[src/rtl/mux4_rr_arbiter_pkg.sv]
// Shared types and helpers for the 4-way round-robin select-path arbiter.
package mux4_rr_arbiter_pkg;

    localparam int NUM_SRC = 4;

    typedef enum logic {
        IDLE = 1'b0,
        BUSY = 1'b1
    } state_e;

    function automatic logic [NUM_SRC-1:0] onehot2(input logic [1:0] idx);
        return 4'b0001 << idx;
    endfunction

endpackage

[src/rtl/mux4_rr_arbiter_rr_pick4.sv]
// Combinational 4-way round-robin pick: first set request scanning from ptr upward, mod 4.
module rr_pick4
    import mux4_rr_arbiter_pkg::*;
(
    input  logic [NUM_SRC-1:0] req,
    input  logic [1:0]         ptr,
    output logic               any,
    output logic [1:0]         idx
);

    logic [1:0] cand;

    // Scan from the farthest offset down so the nearest set bit to ptr is the last to win.
    always_comb begin
        // NOTE: every output gets a default before the loop so no path leaves it unassigned (no latch).
        any  = 1'b0;
        idx  = 2'd0;
        cand = 2'd0;
        for (int i = NUM_SRC - 1; i >= 0; i--) begin
            cand = ptr + 2'(i);
            if (req[cand]) begin
                any = 1'b1;
                idx = cand;
            end
        end
    end

endmodule

[src/rtl/mux4_rr_arbiter.sv]
// Round-robin arbiter for the shared 4-input select path: grants, captures the winner's word,
// presents it with valid/ready, acks the winner on handshake and aborts stalled grants.
module mux4_rr_arbiter
    import mux4_rr_arbiter_pkg::*;
#(
    parameter int WIDTH   = 32,
    parameter int TIMEOUT = 16
) (
    input  logic               clk,
    input  logic               rst,
    input  logic [NUM_SRC-1:0] req,
    input  logic [WIDTH-1:0]   n0,
    input  logic [WIDTH-1:0]   n1,
    input  logic [WIDTH-1:0]   n2,
    input  logic [WIDTH-1:0]   n3,
    output logic [1:0]         sel,
    output logic [NUM_SRC-1:0] gnt,
    output logic               out_valid,
    input  logic               out_ready,
    output logic [WIDTH-1:0]   out_data,
    output logic [NUM_SRC-1:0] ack,
    output logic               timeout_err
);

    localparam int CW = (TIMEOUT > 1) ? $clog2(TIMEOUT) : 1;

    state_e             state_q;
    logic [1:0]         sel_q;
    logic [1:0]         ptr_q;
    logic [NUM_SRC-1:0] gnt_q;
    logic               out_valid_q;
    logic [WIDTH-1:0]   out_data_q;
    logic               timeout_err_q;
    logic [CW-1:0]      count_q;

    logic               handshake;
    logic               timeout_hit;
    logic [NUM_SRC-1:0] pick_req;
    logic [1:0]         pick_ptr;
    logic               pick_any;
    logic [1:0]         pick_idx;
    logic [WIDTH-1:0]   pick_data;

    assign handshake   = (state_q == BUSY) && out_valid_q && out_ready;
    assign timeout_hit = (TIMEOUT != 0) && (count_q == CW'(TIMEOUT - 1));

    // While busy, the current winner is excluded and priority starts just past it,
    // so a handshake can re-arbitrate in the same edge as if ptr had already moved.
    assign pick_req = (state_q == BUSY) ? (req & ~gnt_q) : req;
    assign pick_ptr = (state_q == BUSY) ? (sel_q + 2'd1) : ptr_q;

    rr_pick4 u_pick (
        .req (pick_req),
        .ptr (pick_ptr),
        .any (pick_any),
        .idx (pick_idx)
    );

    always_comb begin
        case (pick_idx)
            2'd0:    pick_data = n0;
            2'd1:    pick_data = n1;
            2'd2:    pick_data = n2;
            default: pick_data = n3;
        endcase
    end

    always_ff @(posedge clk) begin
        // NOTE: state registers use non-blocking assignments so every update sees pre-edge values.
        if (rst) begin
            state_q       <= IDLE;
            sel_q         <= 2'd0;
            ptr_q         <= 2'd0;
            gnt_q         <= '0;
            out_valid_q   <= 1'b0;
            out_data_q    <= '0;
            timeout_err_q <= 1'b0;
            count_q       <= '0;
        end else begin
            timeout_err_q <= 1'b0;
            if (state_q == IDLE || handshake) begin
                if (handshake) ptr_q <= sel_q + 2'd1;
                if (pick_any) begin
                    state_q     <= BUSY;
                    sel_q       <= pick_idx;
                    gnt_q       <= onehot2(pick_idx);
                    out_data_q  <= pick_data;
                    out_valid_q <= 1'b1;
                    count_q     <= '0;
                end else begin
                    state_q     <= IDLE;
                    gnt_q       <= '0;
                    out_valid_q <= 1'b0;
                end
            end else if (timeout_hit) begin
                state_q       <= IDLE;
                gnt_q         <= '0;
                out_valid_q   <= 1'b0;
                timeout_err_q <= 1'b1;
                ptr_q         <= sel_q + 2'd1;
            end else begin
                count_q <= count_q + CW'(1);
            end
        end
    end

    assign sel         = sel_q;
    assign gnt         = gnt_q;
    assign out_valid   = out_valid_q;
    assign out_data    = out_data_q;
    assign timeout_err = timeout_err_q;
    assign ack         = handshake ? gnt_q : '0;

endmodule

[config.mk]
export PLATFORM = sky130hd
export DESIGN_NAME = mux4_rr_arbiter
export DESIGN_NICKNAME = d
export VERILOG_FILES = /design/src/rtl/mux4_rr_arbiter_pkg.sv /design/src/rtl/mux4_rr_arbiter_rr_pick4.sv /design/src/rtl/mux4_rr_arbiter.sv
export SDC_FILE = /design/constraint.sdc
export NUM_CORES = 1
export LEC_CHECK = 0
export BUFFER_PORTS_ARGS = -buffer_cell sky130_fd_sc_hd__clkbuf_2
export CAP_MARGIN = 20
export CORE_MARGIN = 1
export CORE_UTILIZATION = 40
export DETAILED_ROUTE_END_ITERATION = 7
export PLACE_DENSITY = 0.8
export SYNTH_ARGS = -nofsm -noshare
export SYNTH_HDL_FRONTEND = slang
export SYNTH_SLANG_ARGS = --single-unit
[constraint.sdc]
create_clock -name clk -period 4.4 [get_ports clk]
set_input_delay 0.88 -clock clk [delete_from_list [all_inputs] [get_ports clk]]
set_output_delay 0.88 -clock clk [all_outputs]
set_load 0.01 [all_outputs]
==> out/results.ini <==
[status]
status = complete, no violations

[sta]
holdWs_ns = 0.469
min_period_over_period = 0.630
max_freq_ghz = 0.361
skew_ns = 0.00446
hold_viol = 0
fin_setup_tns_ns = 0
worst_pin_slew_ns = 0.909
slew_headroom = 0.392
finalMaxSlewViolations = 0
period_minus_slack_ns = 2.77
rsz0062_at_grt = no
finalSetupViolations = 0

[floorplanning]
die-area_sq_um = 7330
start_util = 0.414
ios = 179
core-area_sq_um = 6760
die_height_um = 85.6
die_x_um = 85.6
rows = 30

[global_route]
antenna_found_initial = 0
grt_pass1_wl_mm = 11.0
gr-total-overflow = 0
grt_pass1_vias = 2545
grt_start_max_net_pins = 36
grt_usage = 0.189

[setup_path]
r2r_slack_ns = 1.63
path_buf_inv = 0
crit_slowest_cell = or3_2
cp_top_family = simple AND/OR/NAND/NOR gates
crit_required_ns = 4.61
regToRegStartpoint = out_valid$_SDFFE_PP0P_
crit_fanout = 33
critical-path-max-stage-delay_ns = 0.84
timing.rr.end = out_data[31]$_SDFFE_PP0P_
worst_setup_path_start_kind = flop
worstPathArrival_ns = 2.98
worstSetupEndpointType = flop
crit_type = flop to flop
r2r_cells = 5
crit_chain = or3b_1, a31oi_1, o31ai_1, or3_2, o221ai_1

[routing]
post_drt_wl_per_cell_um = 13.5
finalWirelength_mm = 7.18
drc = 0
first_iter_violations = 60
vias = 2745
viasPerCell = 5.16
first_pass_iters = 4
ant_nets = 0

[synthesis]
yosysTopAreaCell = dfxtp_1
synth_area_per_cell_sq_um = 9.78
ys_types = 44
syn-cell-area_sq_um = 2800
synth_area_leaders = dfxtp_1, mux2i_1, o221ai_2
syn_inst = 286
synth_warnings = 0
synthArstFlopShare = 0
ys_ff_latch = 46
synth_seq_area_share = 0.329
syn-num-nets = 422
netlist.area_leader.share = 0.329
synth-edff-count = 0
synthFlopType = dfxtp_1

[flow_run]
drv_cap = 0

[clocking]
ctsHoldBuffers = 0
cts_buffers = 5
cts_max_path_buffers = 2
cts_root_buf = clkbuf_8
cts_tree = yes
cts_resized = 0
post-cts-setup-buffers = 0
clock_sinks = 46
path_clk_slew_ns = 0.08
h-tree-depth = 2
clk_latency_ns = 0.29

[power_and_ir_drop]
ir_drop_v = 0.000155
power.density_nw_per_um2 = 342
p_leak_nw = 1.89

[hold_path]
worstHoldEndpoint = out_data[4]$_SDFFE_PP0P_
hold_class = flop to flop
holdCritStartpoint = out_data[4]$_SDFFE_PP0P_
whs_path_depth = 2

[layout]
drive_gt1_frac = 0.473
num_antenna_cells = 0
fin_nets = 587
syn_to_final_growth_pct = 34.0
layout_common_cells = clkbuf_2, mux2i_1, dfxtp_1, nand2_1, o221ai_2
final_common_cell = clkbuf_2

[place]
portBuffers = 178
gp_congestion = 0.882
dp_hpwl_mm = 5.52

## registers in the layout (all words and copies together), names as in the netlist
register	cells
out_valid	1
count_q	4
gnt	4
sel	2
ptr_q	2
timeout_err	1
out_data	32
## worst max-delay path by stage
stage	startpoint	endpoint	slack (ns)	cells after the start
6_report	out_valid$_SDFFE_PP0P_	out_data[31]$_SDFFE_PP0P_	1.63	5
3_3_place_gp	req[0]	out_data[31]$_SDFFE_PP0P_	1.56	6
3_5_place_dp	req[0]	out_data[31]$_SDFFE_PP0P_	1.41	6
2_1_floorplan	req[1]	out_data[15]$_SDFFE_PP0P_	2.08	8
5_1_grt	out_valid$_SDFFE_PP0P_	out_data[31]$_SDFFE_PP0P_	1.49	5
4_1_cts	out_valid$_SDFFE_PP0P_	out_data[21]$_SDFFE_PP0P_	1.62	5
## where the power goes
group	internal (mW)	leakage [nW]	switching (mW)
combinational	0.217	1.45	0.235
clock	0.167	0.0579	0.139
sequential	0.479	0.380	0.0453
total	0.863	1.89	0.419
## kinds of logic (layout without fill, tap and decap cells)
| kind of cell | Yosys count | after routing | synth area share |
|---|---|---|---|
| adder cells (fa/ha/maj) | 1 | 1 | 0.00447 |
| AND/OR/NAND/NOR | 88 | 88 | 0.151 |
| flip-flops | 46 | 46 | 0.329 |
| multiplexers | 65 | 65 | 0.233 |
| buffers and inverters | 27 | 193 | 0.0680 |
| XOR/XNOR | 2 | 2 | 0.00626 |
| AO/OA/AOI/OAI | 57 | 57 | 0.208 |
## cells in the mapped netlist, types with 2 or more instances
master and n:
mux2i_1 65, a21boi_1 3, and3_1 6, a21oi_1 5, nor2_1 13, nor3_1 3, inv_1 3, and2_1 4
nand3_1 4, o221ai_2 20, buf_6 9, or3b_1 2, or3_1 3, nand2_1 42, o21ai_1 2, o221ai_1 12
dfxtp_1 46, clkbuf_1 5, a211oi_1 2, buf_4 4, buf_2 5, o22ai_1 2, nand2b_1 5
## layout make-up
cell class | instances | area (sq um)
fillers | 612 | 3010
multi-input cells | 213 | 1690
flip-flops and latches | 46 | 921
repair buffers | 181 | 913
well taps | 80 | 100
clock buffers | 5 | 68.8
clock inverters | 3 | 40.0
inverters | 4 | 15.0
## stage by stage
stage | instances | area (sq um) | power [mW] | util | worst slack (ns)
floorplan | 286 | 2800 | 0.843 | - | 2.08
global placement | 524 | 3640 | 0.974 | 0.539 | 1.56
detailed placement | 524 | 3640 | 0.990 | 0.539 | 1.41
CTS | 532 | 3750 | 1.30 | 0.555 | 1.62
global route | 532 | 3750 | 1.36 | 0.555 | 1.49
finish | 532 | 3750 | 1.28 | 0.555 | 1.63
## worst reg2reg max path, delay by kind of cell, from the launching register on
| family | cells | cell delay [ns] |
|---|---|---|
| and+or+nand+nor | 2 | 1.27 |
| DFF | 1 | 0.79 |
| AOI/OAI and AO/OA | 3 | 0.63 |
## per-layer routing
layer	up-vias	wire, um	part of all wire	GRT usage
li1	1402	-	-	-
met1	1233	3020	0.42	0.210
met2	103	3720	0.52	0.363
met3	7	373	0.052	0.0395
met4	0	72	0.010	0.0470
met5	-	0	0	0
No activity file was read; power rests on OpenSTA's default activity.
